**src/rtl/code_display_pkg.sv**
```systemverilog
// code_display_pkg: shared constants for the multiplexed seven-segment scanner.
// Segment patterns are ordered {g,f,e,d,c,b,a}, active-high, for a common-cathode
// display. The state encoding is shared by the scanner and any debug tap.
package code_display_pkg;

  localparam logic [6:0] SEG_0 = 7'h3F;
  localparam logic [6:0] SEG_1 = 7'h06;
  localparam logic [6:0] SEG_2 = 7'h5B;
  localparam logic [6:0] SEG_3 = 7'h4F;
  localparam logic [6:0] SEG_4 = 7'h66;
  localparam logic [6:0] SEG_5 = 7'h6D;
  localparam logic [6:0] SEG_6 = 7'h7D;
  localparam logic [6:0] SEG_7 = 7'h07;
  localparam logic [6:0] SEG_8 = 7'h7F;
  localparam logic [6:0] SEG_9 = 7'h6F;
  localparam logic [6:0] SEG_A = 7'h77;
  localparam logic [6:0] SEG_B = 7'h7C;
  localparam logic [6:0] SEG_C = 7'h39;
  localparam logic [6:0] SEG_D = 7'h5E;
  localparam logic [6:0] SEG_E = 7'h79;
  localparam logic [6:0] SEG_F = 7'h71;

  // ST_BLANK is only reachable when the blank gap is compiled in.
  typedef enum logic [1:0] {
    ST_IDLE  = 2'd0,
    ST_SHOW  = 2'd1,
    ST_BLANK = 2'd2
  } state_t;

endpackage

```
**src/rtl/seg7_decode.sv**
```systemverilog
// seg7_decode: combinational hex digit to seven-segment pattern decoder.
// Covers all sixteen codes (0-9, A, b, C, d, E, F).
module seg7_decode
  import code_display_pkg::*;
(
  input  logic [3:0] i_code,
  output logic [6:0] o_seg
);

  // Pure lookup of the segment pattern for the selected digit code.
  always_comb begin
    o_seg = SEG_0;
    case (i_code)
      4'h0: o_seg = SEG_0;
      4'h1: o_seg = SEG_1;
      4'h2: o_seg = SEG_2;
      4'h3: o_seg = SEG_3;
      4'h4: o_seg = SEG_4;
      4'h5: o_seg = SEG_5;
      4'h6: o_seg = SEG_6;
      4'h7: o_seg = SEG_7;
      4'h8: o_seg = SEG_8;
      4'h9: o_seg = SEG_9;
      4'hA: o_seg = SEG_A;
      4'hB: o_seg = SEG_B;
      4'hC: o_seg = SEG_C;
      4'hD: o_seg = SEG_D;
      4'hE: o_seg = SEG_E;
      4'hF: o_seg = SEG_F;
      default: o_seg = SEG_0;
    endcase
  end

endmodule

```
**src/rtl/code_display_scan.sv**
```systemverilog
// code_display_scan: multiplexed seven-segment scanner for packed digit codes.
// The asynchronous code bus is double-registered; a snapshot is taken at each
// frame start only when both stages agree, so a frame never shows a torn value.
// Digits are lit one at a time for SCAN_DIV cycles each.
// Optional macro CODE_DISPLAY_BLANK_GAP_EN inserts BLANK_CYC dark cycles after
// every digit to suppress ghosting; without it digits switch back to back.
//
// state    | meaning
// ---------+-------------------------------------------------
// ST_IDLE  | scan disabled, outputs dark, digit index at 0
// ST_SHOW  | digit idx lit for SCAN_DIV cycles
// ST_BLANK | all digits dark for BLANK_CYC cycles (gap build)
module code_display_scan
  import code_display_pkg::*;
#(
  parameter int NUM_DIGITS = 7,
  parameter int SCAN_DIV   = 50000,
  parameter int BLANK_CYC  = 500
) (
  input  logic                    clk,
  input  logic                    rst,
  input  logic [4*NUM_DIGITS-1:0] i_code,
  input  logic                    i_en,
  output logic [6:0]              o_seg,
  output logic [NUM_DIGITS-1:0]   o_dig_sel,
  output logic                    o_frame_done
);

  // One counter serves both the lit and the blank interval, sized for the longer.
  localparam int CNT_MAX = (SCAN_DIV > BLANK_CYC) ? SCAN_DIV : BLANK_CYC;
  localparam int CNT_W   = $clog2(CNT_MAX + 1);
  localparam int IDX_W   = (NUM_DIGITS > 1) ? $clog2(NUM_DIGITS) : 1;

  localparam logic [CNT_W-1:0] SHOW_LAST  = CNT_W'(SCAN_DIV - 1);
`ifdef CODE_DISPLAY_BLANK_GAP_EN
  localparam logic [CNT_W-1:0] BLANK_LAST = CNT_W'(BLANK_CYC - 1);
`endif
  localparam logic [IDX_W-1:0] IDX_LAST   = IDX_W'(NUM_DIGITS - 1);

  logic [4*NUM_DIGITS-1:0] r_sync1;
  logic [4*NUM_DIGITS-1:0] r_sync2;
  logic [4*NUM_DIGITS-1:0] r_snap;
  state_t                  r_state;
  logic [IDX_W-1:0]        r_idx;
  logic [CNT_W-1:0]        r_cnt;
  logic [6:0]              r_seg;
  logic [NUM_DIGITS-1:0]   r_dig_sel;
  logic                    r_frame_done;

  state_t                  w_state_nxt;
  logic [IDX_W-1:0]        w_idx_nxt;
  logic [CNT_W-1:0]        w_cnt_nxt;
  logic                    w_advance;
  logic                    w_frame_start;
  logic                    w_wrap;
  logic [4*NUM_DIGITS-1:0] w_snap_nxt;
  logic [3:0]              w_digit;
  logic [6:0]              w_seg;
  logic [NUM_DIGITS-1:0]   w_dig_onehot;

  // Two-stage capture of the asynchronous code bus.
  always_ff @(posedge clk or posedge rst) begin
    if (rst) begin
      r_sync1 <= '0;
      r_sync2 <= '0;
    end else begin
      r_sync1 <= i_code;
      r_sync2 <= r_sync1;
    end
  end

  // Next-state, digit index and interval counter; disable always wins.
  always_comb begin
    w_state_nxt   = r_state;
    w_idx_nxt     = r_idx;
    w_cnt_nxt     = r_cnt;
    w_advance     = 1'b0;
    w_frame_start = 1'b0;
    w_wrap        = 1'b0;
    if (!i_en) begin
      w_state_nxt = ST_IDLE;
      w_idx_nxt   = '0;
      w_cnt_nxt   = '0;
    end else begin
      case (r_state)
        ST_IDLE: begin
          w_state_nxt   = ST_SHOW;
          w_idx_nxt     = '0;
          w_cnt_nxt     = '0;
          w_frame_start = 1'b1;
        end
        ST_SHOW: begin
          if (r_cnt == SHOW_LAST) begin
            w_cnt_nxt = '0;
`ifdef CODE_DISPLAY_BLANK_GAP_EN
            w_state_nxt = ST_BLANK;
`else
            w_advance = 1'b1;
`endif
          end else begin
            w_cnt_nxt = r_cnt + CNT_W'(1);
          end
        end
`ifdef CODE_DISPLAY_BLANK_GAP_EN
        ST_BLANK: begin
          if (r_cnt == BLANK_LAST) begin
            w_cnt_nxt   = '0;
            w_state_nxt = ST_SHOW;
            w_advance   = 1'b1;
          end else begin
            w_cnt_nxt = r_cnt + CNT_W'(1);
          end
        end
`endif
        default: begin
          w_state_nxt = ST_IDLE;
          w_idx_nxt   = '0;
          w_cnt_nxt   = '0;
        end
      endcase
      // Stepping past the last digit closes the frame and opens the next one.
      if (w_advance) begin
        if (r_idx == IDX_LAST) begin
          w_idx_nxt     = '0;
          w_frame_start = 1'b1;
          w_wrap        = 1'b1;
        end else begin
          w_idx_nxt = r_idx + IDX_W'(1);
        end
      end
    end
  end

  // A snapshot is accepted only if both sync stages agree at the frame start.
  assign w_snap_nxt = (w_frame_start && (r_sync1 == r_sync2)) ? r_sync2 : r_snap;

  // Select the digit that will be lit after this edge.
  always_comb begin
    w_digit = '0;
    for (int i = 0; i < NUM_DIGITS; i++) begin
      if (w_idx_nxt == IDX_W'(i)) begin
        w_digit = w_snap_nxt[4*i +: 4];
      end
    end
  end

  assign w_dig_onehot = NUM_DIGITS'(1) << w_idx_nxt;

  seg7_decode u_seg7_decode (
    .i_code (w_digit),
    .o_seg  (w_seg)
  );

  // FSM state, index, counter and snapshot registers.
  always_ff @(posedge clk or posedge rst) begin
    if (rst) begin
      r_state <= ST_IDLE;
      r_idx   <= '0;
      r_cnt   <= '0;
      r_snap  <= '0;
    end else begin
      r_state <= w_state_nxt;
      r_idx   <= w_idx_nxt;
      r_cnt   <= w_cnt_nxt;
      r_snap  <= w_snap_nxt;
    end
  end

  // Segments and digit select update together from the next state, so a
  // digit is lit on the same edge that enters SHOW and never shows a stale pair.
  always_ff @(posedge clk or posedge rst) begin
    if (rst) begin
      r_seg        <= '0;
      r_dig_sel    <= '0;
      r_frame_done <= 1'b0;
    end else begin
      r_frame_done <= w_wrap;
      if (w_state_nxt == ST_SHOW) begin
        r_seg     <= w_seg;
        r_dig_sel <= w_dig_onehot;
      end else begin
        r_seg     <= '0;
        r_dig_sel <= '0;
      end
    end
  end

  assign o_seg        = r_seg;
  assign o_dig_sel    = r_dig_sel;
  assign o_frame_done = r_frame_done;

endmodule

```
**config.mk**
```make
export PLATFORM = sky130hd
export DESIGN_NAME = code_display_scan
export DESIGN_NICKNAME = d
export VERILOG_FILES = /design/src/rtl/code_display_pkg.sv /design/src/rtl/seg7_decode.sv /design/src/rtl/code_display_scan.sv
export SDC_FILE = /design/constraint.sdc
export NUM_CORES = 1
export LEC_CHECK = 0
export ABC_AREA = 1
export CORE_MARGIN = 2
export CORE_UTILIZATION = 44
export CTS_CLUSTER_DIAMETER = 150
export DETAILED_ROUTE_END_ITERATION = 16
export GPL_ROUTABILITY_DRIVEN = 1
export PLACE_DENSITY = 0.73
export SLEW_MARGIN = 30
export SYNTH_ARGS = -nofsm -noshare
export SYNTH_HDL_FRONTEND = slang
export SYNTH_HIERARCHICAL = 1
export SYNTH_SLANG_ARGS = --single-unit
```
**constraint.sdc**
```tcl
create_clock -name clk -period 5.3 [get_ports clk]
set_input_delay 1.06 -clock clk [delete_from_list [all_inputs] [get_ports clk]]
set_output_delay 1.06 -clock clk [all_outputs]
set_load 0.02 [all_outputs]
```
==> run_results.csv <==
group,metric,value,unit
timing,layout_setup_ws,1470,ps
die,start_util,0.455,
die,dieArea,13400,µm²
die,core,12100,µm²
global_routing,grt_pass1_wl,18100,µm
die,floorplan.die.width,116,µm
cts,clock-sinks,120,
cts,post_cts_buffers,0,
worst_setup_path,worst_ep_arrival_time,4120,ps
cts,cts_resized,0,
worst_setup_path,crit_path_frequent_cell,"nor2_1",
synth,ys_types,37,
routing,drtAntennaViolNets,0,
die,rows,40,
routing,drt_wl_total,10500,µm
global_routing,met3_usage,0.0654,
place,gp_congestion,0.849,
run,max-cap-violations,0,
power,ir_drop,0.194,mV
place,port_buffers,45,
worst_setup_path,slowest_stage,"clkdlybuf4s50_1",
routing,drt_iter0_markers,317,
synth,synthCells,637,
hold_path,holdCritPathClass,"flip-flop to flip-flop",
global_routing,globalRouteOverflowTotal,0,
worst_setup_path,cp_top_family,"simple AND/OR/NAND/NOR gates",
power,power.density,339,nW/µm²
place,dp_cells,844,
cts,cts-root-buf,"clkbuf_16",
timing,final_hold_viol_count,0,
timing,max-slew-margin-rel,0.522,
global_routing,use_met1,0.205,
synth,synth_area,5510,µm²
timing,tightest_slew,715,ps
worst_setup_path,end_kind,"flip-flop",
global_routing,grt.total_usage,0.177,
timing,fin_worst_skew,10.5,ps
routing,viasPerCell,4.69,
finish,final_cell_mix,"nand2_1, dfrtp_1, inv_1",
synth,yosysWarnings,6,
routing,dr.pass1.iters,4,
routing,drcViolationCount,0,
timing,tns,0,ps
worst_setup_path,start_kind,"input pin",
routing,vias,4109,
worst_setup_path,critical_path.max_fanout,34,
worst_setup_path,cp.required,5600,ps
status,run_status,"finished clean",
finish,syn2layout_area_growth,22.3,%
timing,rsz0062_at_grt,"no",
finish,final_util,0.556,
timing,min_period,3830,ps
finish,final_layout_size_suffix_gt1_frac,0.109,
timing,setup_viol,0,
worst_setup_path,path_class,"input pin to flip-flop",
worst_setup_path,slowest_delay,510,ps
cts,ctsHoldBuffers,0,
global_routing,grt-busiest-layer,"met2",
global_routing,grt_use_met2,0.296,
finish,final_common_cell,"nand2_1",
synth,yosysSeqAreaShare,0.545,
finish,diodes,0,
worst_setup_path,path_buf_inv,5,
timing,max_freq,261,MHz
timing,fin_crit_sh,0.723,
power,leakagePower,3.33,nW
timing,slew_viol_final,0,
cts,clk_path_buf_depth,2,
die,io_pins,46,
place,dpl.hpwl,7580,µm
cts,cts_buffers,17,
cts,clk_latency,420,ps
finish,final_cells,876,
place,place_ws,1050,ps
global_routing,antenna_found_initial,0,
cts,cts_tree,"done",
cts,clkTransAtPathRegs,60,ps
die,die-height,116,µm
global_routing,grt_pass1_vias,4137,
synth,syn_avg_cell_area,8.65,µm²
global_routing,grt_max_degree,49,
worst_setup_path,worstPathCellList,"clkdlybuf4s50_1, inv_1, nor3_1, nand4_2, nand2_4, nand3_4, inv_2, nand2_1, a21oi_1, nor2_1, nand4_1, inv_1, ha_1, nand2_2, nand2_2, nor2_1, nor2_1, inv_1, nor2_1",
finish,nets,734,
synth,ys_ff_latch,120,
power,power,2.29,mW
routing,drt-wirelength-per-cell,12.0,µm
synth,syn_nets,676,
cts,htree_levels,4,
==> kinds of logic (layout without fill, tap and decap cells) <==
family                     after synthesis  after routing  synth area share
DFF                                    120            120             0.545
and+or+nand+nor                        361            361             0.304
other                                    1              1          0.000681
xor gates and xnor gates                15             15            0.0238
buffers and inverters                  108            179            0.0849
adders and majority gates                8              8            0.0182
AOI/OAI and AO/OA                       24             24            0.0232
==> power breakdown <==
group / leakage (nW) / switching, mW / internal [mW]
logic: 1.55 / 0.0548 / 0.0432
registers: 1.48 / 0.0191 / 0.942
clock network: 0.299 / 0.427 / 0.800
==> cells in the mapped netlist, drive strengths merged <==
| cell type | count | area share |
|---|---|---|
| a211oi | 1 | 0.0014 |
| a21oi | 10 | 0.0091 |
| a31oi | 2 | 0.0023 |
| and2 | 12 | 0.014 |
| buf | 6 | 0.010 |
| clkbuf | 2 | 0.0050 |
| clkinv | 2 | 0.0014 |
| conb | 1 | 0.00068 |
| dfrtp | 120 | 0.54 |
| ha | 8 | 0.018 |
| inv | 98 | 0.068 |
| nand2 | 213 | 0.15 |
| nand3 | 45 | 0.049 |
| nand4 | 11 | 0.014 |
| nor2 | 72 | 0.064 |
| nor3 | 5 | 0.0054 |
| nor3b | 3 | 0.0050 |
| o21a | 1 | 0.0014 |
| o21ai | 10 | 0.0091 |
| xnor2 | 12 | 0.019 |
| xor2 | 3 | 0.0048 |
==> layer usage <==
layer,vias to the layer above,part of all wire,wire length (µm)
met4,0,0.016,165
met5,-,0,0
met2,96,0.49,5160
li1,2052,-,-
met1,1949,0.44,4690
met3,12,0.050,527
==> cell type report <==
type                    count  area (µm²)
clock buffers              18         439
clock inverters            14         195
fillers                  1026        5370
inverters                 100         385
multi-input cells         409        2040
flip-flops and latches    120        3000
well taps                 168         210
repair buffers             47         465
==> path summary, 6_finish.rpt <==
path / end / slack (ps) / startpoint / cells past startpoint
max: o_seg[3] / 1470 / i_en / 19
min: r_sync2[19] / 400 / r_sync1[19] / 0
max reg2reg: o_seg[3] / 2030 / r_cnt[0] / 19
min reg2reg: r_sync2[19] / 400 / r_sync1[19] / 0
max in group asynchronous: r_sync2[1] / 3310 / rst / 3
min in group asynchronous: r_snap[25] / 1080 / rst / 2
==> sequential cells by signal (all words and copies together), names as in the netlist <==
name	count
o_seg	7
r_sync1	28
r_state	2
o_dig_sel	7
r_snap	28
r_idx	3
r_cnt	16
o_frame_done	1
r_sync2	28
==> metrics by stage <==
stage	instance area, µm²	hold WS (ps)
after floorplan	5510	373
after global placement	6100	384
after detailed placement	6100	385
after CTS	6740	398
after global routing	6740	406
final	6740	395
No activity file was read; power rests on OpenSTA's default activity.
